## src/rtl/ov7670_stream_gen.sv

```systemverilog
// Synthetic OV7670 camera: drives PCLK/VSYNC/HREF/DATA in RGB444 timing from
// built-in test patterns so the capture path can run without a sensor.
//
// Bus timing: vsync, href and data change only on the clk edge where pclk
// falls (a "byte slot") and hold through the next pclk rising edge, where
// the receiver samples them. One byte leaves every two clk cycles.
module ov7670_stream_gen #(
    parameter int H_ACTIVE = 640,
    parameter int H_TOTAL  = 784,
    parameter int V_SYNC   = 3,
    parameter int V_BACK   = 17,
    parameter int V_ACTIVE = 480,
    parameter int V_TOTAL  = 510
) (
    input  logic        clk,
    input  logic        reset_n,
    input  logic        enable,
    input  logic [1:0]  pattern_sel,
    input  logic [11:0] solid_rgb,
    output logic        pclk,
    output logic        vsync,
    output logic        href,
    output logic [7:0]  data,
    output logic        busy,
    output logic        frame_done,
    output logic [15:0] frame_count,
    output logic        run_state
);

    localparam int HW     = $clog2(2 * H_TOTAL);
    localparam int VW     = $clog2(V_TOTAL);
    localparam int V_ACT0 = V_SYNC + V_BACK;
    localparam int BAR_W  = H_ACTIVE / 8;
    localparam logic [HW-1:0] H_LAST = HW'(2 * H_TOTAL - 1);
    localparam logic [VW-1:0] V_LAST = VW'(V_TOTAL - 1);

    typedef enum logic {
        IDLE = 1'b0,
        RUN  = 1'b1
    } state_t;

    state_t      state, state_d;
    logic [HW-1:0] hcnt, hcnt_d;
    logic [VW-1:0] vcnt, vcnt_d;
    logic        vsync_d, href_d, busy_d, frame_done_d;
    logic [7:0]  data_d;
    logic [15:0] frame_count_d;
    logic [1:0]  pat, pat_d;
    logic [11:0] solid, solid_d;

    // Working signals for the slot being emitted
    logic          last_pos;
    logic          emit;
    logic [HW-1:0] nh;
    logic [VW-1:0] nv;
    logic [11:0]   rgb;
    logic          href_n;

    assign run_state = (state == RUN);

    // Colour of pixel (x, y) for the frame's latched pattern
    function automatic logic [11:0] pixel_rgb(input int x, input int y,
                                              input logic [1:0] p,
                                              input logic [11:0] s);
        logic [11:0] c;
        logic [3:0]  ramp;
        c = 12'h000;
        case (p)
            2'd0: begin
                case (x / BAR_W)
                    0:       c = 12'hFFF;
                    1:       c = 12'hFF0;
                    2:       c = 12'h0FF;
                    3:       c = 12'h0F0;
                    4:       c = 12'hF0F;
                    5:       c = 12'hF00;
                    6:       c = 12'h00F;
                    default: c = 12'h000;
                endcase
            end
            2'd1: begin
                ramp = 4'(x >> 2);
                c    = {ramp, ramp, ramp};
            end
            2'd2:    c = (x[5] ^ y[5]) ? 12'hFFF : 12'h000;
            default: c = s;
        endcase
        return c;
    endfunction

    // Free-running pixel clock at clk/2
    always_ff @(posedge clk or negedge reset_n) begin
        if (!reset_n) pclk <= 1'b0;
        else          pclk <= ~pclk;
    end

    // State and output registers
    always_ff @(posedge clk or negedge reset_n) begin
        if (!reset_n) begin
            state       <= IDLE;
            hcnt        <= '0;
            vcnt        <= '0;
            vsync       <= 1'b0;
            href        <= 1'b0;
            data        <= 8'h00;
            busy        <= 1'b0;
            frame_done  <= 1'b0;
            frame_count <= 16'h0000;
            pat         <= 2'd0;
            solid       <= 12'h000;
        end else begin
            state       <= state_d;
            hcnt        <= hcnt_d;
            vcnt        <= vcnt_d;
            vsync       <= vsync_d;
            href        <= href_d;
            data        <= data_d;
            busy        <= busy_d;
            frame_done  <= frame_done_d;
            frame_count <= frame_count_d;
            pat         <= pat_d;
            solid       <= solid_d;
        end
    end

    // Next state, counter advance and the byte for the next slot
    always_comb begin
        state_d       = state;
        hcnt_d        = hcnt;
        vcnt_d        = vcnt;
        vsync_d       = vsync;
        href_d        = href;
        data_d        = data;
        busy_d        = busy;
        frame_done_d  = 1'b0;
        frame_count_d = frame_count;
        pat_d         = pat;
        solid_d       = solid;
        emit          = 1'b0;
        nh            = '0;
        nv            = '0;
        rgb           = 12'h000;
        href_n        = 1'b0;
        last_pos      = (vcnt == V_LAST) && (hcnt == H_LAST);

        if (!pclk) begin
            // Mid-slot edge: the cycle that follows is the frame's last clk
            if (state == RUN && last_pos) begin
                frame_done_d  = 1'b1;
                frame_count_d = frame_count + 16'd1;
            end
        end else begin
            case (state)
                IDLE: begin
                    if (enable) begin
                        state_d = RUN;
                        emit    = 1'b1;
                        pat_d   = pattern_sel;
                        solid_d = solid_rgb;
                    end
                end
                default: begin
                    if (last_pos) begin
                        if (enable) begin
                            emit    = 1'b1;
                            pat_d   = pattern_sel;
                            solid_d = solid_rgb;
                        end else begin
                            state_d = IDLE;
                            hcnt_d  = '0;
                            vcnt_d  = '0;
                            vsync_d = 1'b0;
                            href_d  = 1'b0;
                            data_d  = 8'h00;
                            busy_d  = 1'b0;
                        end
                    end else begin
                        emit = 1'b1;
                        if (hcnt == H_LAST) begin
                            nh = '0;
                            nv = vcnt + 1'b1;
                        end else begin
                            nh = hcnt + 1'b1;
                            nv = vcnt;
                        end
                    end
                end
            endcase
        end

        if (emit) begin
            rgb     = pixel_rgb(int'(nh >> 1), int'(nv) - V_ACT0, pat_d, solid_d);
            href_n  = (int'(nv) >= V_ACT0) && (int'(nv) < V_ACT0 + V_ACTIVE) &&
                      (int'(nh) < 2 * H_ACTIVE);
            hcnt_d  = nh;
            vcnt_d  = nv;
            busy_d  = 1'b1;
            vsync_d = (int'(nv) < V_SYNC);
            href_d  = href_n;
            if (!href_n)    data_d = 8'h00;
            else if (nh[0]) data_d = rgb[7:0];
            else            data_d = {4'h0, rgb[11:8]};
        end
    end

endmodule

```

## config.mk

```make
export PLATFORM = sky130hd
export DESIGN_NAME = ov7670_stream_gen
export DESIGN_NICKNAME = d
export VERILOG_FILES = /design/src/rtl/ov7670_stream_gen.sv
export SDC_FILE = /design/constraint.sdc
export NUM_CORES = 1
export LEC_CHECK = 0
export BUFFER_PORTS_ARGS = -buffer_cell sky130_fd_sc_hd__clkbuf_2
export CAP_MARGIN = 10
export CELL_PAD_IN_SITES_DETAIL_PLACEMENT = 1
export CELL_PAD_IN_SITES_GLOBAL_PLACEMENT = 1
export CORE_ASPECT_RATIO = 0.8
export CORE_MARGIN = 2
export CORE_UTILIZATION = 40
export DETAILED_ROUTE_END_ITERATION = 10
export MAX_ROUTING_LAYER = met4
export PLACE_DENSITY_LB_ADDON = 0.2
export SLEW_MARGIN = 20
export SYNTH_ARGS = -nofsm -noshare
export SYNTH_HDL_FRONTEND = slang
export SYNTH_SLANG_ARGS = --single-unit
```

## constraint.sdc

```tcl
create_clock -name clk -period 4.6 [get_ports clk]
set_clock_uncertainty 0.1 [all_clocks]
set_input_delay 0.69 -clock clk [delete_from_list [all_inputs] [get_ports clk]]
set_output_delay 0.69 -clock clk [all_outputs]
set_load 0.01 [all_outputs]
```

==> metrics.md <==
| Metric | Value |
|---|---|
| Critical path arrival | `a little under 4 ns` |
| Global Route Usage Sum | `0.224` |
| Synth Area in Simple Gates | `0.214` |
| Compound-Gate Fraction of Synth Area | `0.189` |
| Status | `finished clean` |
| Setup_tns | `0 ns` |
| Area occupied by multi-input gates | `roughly 2200 um^2` |
| Worst-path fanout max | `10` |
| Flop2flop setup slack | `0.77 ns` |
| ANT nets after route | `0` |
| Hold crit path type | `reg -> reg` |
| DIE AREA | `~11,000 um^2` |
| Final core occ | `0.479` |
| Hold endpoint | `vsync` |
| P_sw | `approximately 0.27 mW` |
| Dpl cells | `between 500 and 600` |
| Synth top area cells | `dfrtp_1 40%, nand2_1 4.6%, mux2_2 4.5%, mux2i_1 3.8%, xnor2_1 3.3%` |
| Post-Layout Cell Count | `596` |
| RSZ-0062 raised after global routing | `no` |
| Fraction of final layout cells sized beyond drive strength 1 | `0.265` |
| Clk Latency, worst-skew pair | `0.33 ns` |
| RR Endpoint | `data[1]` |
| # fillers | `1,133` |
| Largest family of logic cells by synthesized area | `simple AND/OR/NAND/NOR gates` |
| Synth cell count leaders | `64 x dfrtp_1, 49 x nand2_1, 23 x nor2_1, 21 x o21ai_0, 18 x a21oi_1` |
| Initial Utilization | `0.412` |
| Placed cell area | `roughly 4300 um^2` |
| TritonCTS clock tree | `yes` |
| WHS Path Cells | `2` |
| Pre-CTS setup slack | `0.798 ns` |
| Htree depth | `3` |
| Detailed Place HPWL | `a little under 8000 um` |
| Hold buffers post-CTS | `0` |
| Hold WS | `around 0.38 ns` |
| Sequential share of power | `0.426` |
| Cell Area, Synth | `around 4000 um^2` |
| Largest net degree at the start of global routing | `41` |
| Reg area | `1600 um^2` |
| Input/output buffers | `46` |
| CTS Sinks | `64` |
| Area grow syn2layout | `16.2%` |
| Worst Hold Launch | `vsync` |
| Ys flop type | `dfrtp_1` |
| Post-CTS Resized | `0` |
| Post-synth top area cell | `dfrtp_1` |
| R2R depth | `14` |
| Worst-Margin Slew | `0.925 ns` |
| Switch share | `0.201` |
| Required time worst endpoint | `between 4 and 5 ns` |
| PnR Total Power | `between 1 and 1.5 mW` |
| FFs w/ async S/R, synth | `1.00` |
| Post-Synth XOR/XNOR Area | `0.0527` |
| Die height | `93.3 um` |
| Slew HR | `0.383` |
| Clock root buffer | `clkbuf_16` |
| Initial antenna violation count | `0` |
| Crit path time final | `around 3.8 ns` |
| GP Congestion | `roughly 0.8` |
| Inserted Diodes | `0` |
| Post-synthesis mux area share | `0.0865` |
| Core Footprint | `just under 10,000 um^2` |
| Peak supply drop | `a little over 0.0002 V` |
| Slowest cell on the critical path | `dfrtp_1` |
| First-pass GRT wire length | `18,100 um` |
| FF+latch count, synth | `64` |
| Post-synth cell types | `71` |
| Drt wl/cell | `roughly 18 um` |
| Setup violators final | `0` |
| Final net count | `477` |
| Iter 0 DRT Violations | `around 140` |
| Count leader, synth | `dfrtp_1` |
| Num rows | `32` |
| Fin crit share | `0.833` |
| Combinational Power Share | `0.016` |
| CP Cell Sequence | `ha_1 -> nand4_2 -> o21a_1 -> o21ai_2 -> nand2_1 -> ha_1 -> inv_1 -> nand2_1 -> o21bai_1 -> o211a_2 -> or3b_1 -> a21oi_1 -> nand4bb_4 -> o31ai_1` |
| LEAKAGE | `between 2 and 2.5 nW` |
| Vias in the first global route | `roughly 3,500` |
| CTS Buf Count | `9` |
| Crit-path max cell delay | `between 0.4 and 0.5 ns` |
| Overall routed net length | `~11,000 um` |
| Post-synthesis sequential area ratio | `0.401` |
| FMAX | `261 MHz` |
| Area share of the largest cell type after synthesis | `0.401` |
| Vias/cell | `between 5 and 6` |
| Maxcap violations | `0` |
| Post-synth EDFFs | `0` |
| Post-CTS setup buffers | `0` |
| First-pass iteration count of the detailed router | `4` |
| Final Hold Vio Count | `0` |
| Mapped Cells | `410` |
| Crit path launch type | `flop` |
| Clk pwr share | `0.558` |
| Crit. End Element | `flop` |
| Die width | `about 120 um` |
| Max clock buf depth | `2` |
| Slew Viols, Final | `0` |
| Via count | `around 3,300` |
| Worst-path clk slew | `around 0.050 ns` |
| Overflow after GRT | `0` |
| Worst setup path class | `reg -> reg` |
| Power density over the cells | `roughly 290 nW/um^2` |
| Syn_nets | `between 400 and 500` |
| Area share of fa/ha/maj cells after synthesis | `0.0157` |
| Syn. warnings | `0` |
| Cell area after layout | `4640 um^2` |
| Int Pwr | `1.06 mW` |
| Post-route DRC violation count | `0` |
| I/O pin count | `47` |
| R2R Path Start | `hcnt[0]` |
| Mapped Avg Cell Area | `9.73 um^2` |
| Setup WS post-layout | `approximately 0.77 ns` |
## layout make-up
| class | count | share of cell area |
|---|---|---|
| Timing Repair Buffer | 52 | 0.0594 |
| Clock buffer | 11 | 0.0523 |
| Multi-Input combinational cell | 320 | 0.482 |
| Inverter | 8 | 0.00648 |
| Clock inverter | 5 | 0.0173 |
| Sequential cell | 64 | 0.345 |
| Tap cell | 136 | 0.0367 |
## layout by cell type (no fill, tap or decap), drive strengths merged, types with 5 or more instances in the layout
cell    count
nand2b      5
dfrtp      64
and4        5
nor4        8
xnor2      15
and2        7
mux2       17
nor2       23
or2         6
nand4      15
a21oi      19
xor2        9
ha          5
clkbuf     56
nand3      13
o31ai       9
nand2      51
mux2i      15
a21o       10
o21ai      30
inv         8
buf         7
o211ai      6
nor3        9
## registers in the layout, indices dropped and copies added (netlist names)
name,flops
solid,12
hcnt,11
frame_count,16
data,8
vcnt,9
frame_done,1
pat,2
busy,1
href,1
vsync,1
pclk,1
run_state,1
## worst max-delay path, delay by kind of cell (launching register included)
family	cells	cell delay, ns
compound gates	6	1.30
flops	1	0.46
fa+ha+maj	2	0.58
simple gates	5	1.14
buf+inv	1	0.11
## cells by family (layout without fill, tap and decap cells)
family | count (synthesis) | in the layout
AND/OR/NAND/NOR | 155 | 155
AO/OA/AOI/OAI | 104 | 104
flip-flops | 64 | 64
multiplexers | 32 | 32
buffers and inverters | 26 | 76
XOR/XNOR | 24 | 24
adder cells (fa/ha/maj) | 5 | 5
## power groups by stage
stage	combinational [mW]	sequential [mW]	clock [mW]
finish	0.0215	0.563	0.739
CTS	0.0228	0.563	0.761
global placement	0.0222	0.573	0
global route	0.0252	0.563	0.783
floorplan	0.00174	0.573	0
detailed placement	0.0226	0.573	0
## layer usage
metal | vias up | part of all wire | global-route usage
met1 | 1673 | 0.49 | 0.297
met5 | - | 0 | -
met3 | 18 | 0.035 | 0.0518
met4 | 0 | 0.020 | 0.0794
li1 | 1606 | - | -
met2 | 51 | 0.45 | 0.339
## how the worst max path moves through the flow
stage	startpoint	endpoint	slack, ns
final	hcnt[0]	data[1]	0.77
after CTS	hcnt[0]	data[0]	0.77
after global routing	hcnt[0]	data[3]	0.46
after detailed placement	hcnt[0]	data[1]	0.80
after floorplan	hcnt[7]	data[0]	1.13
after global placement	hcnt[0]	data[0]	0.98
No activity file was read; power rests on OpenSTA's default activity.
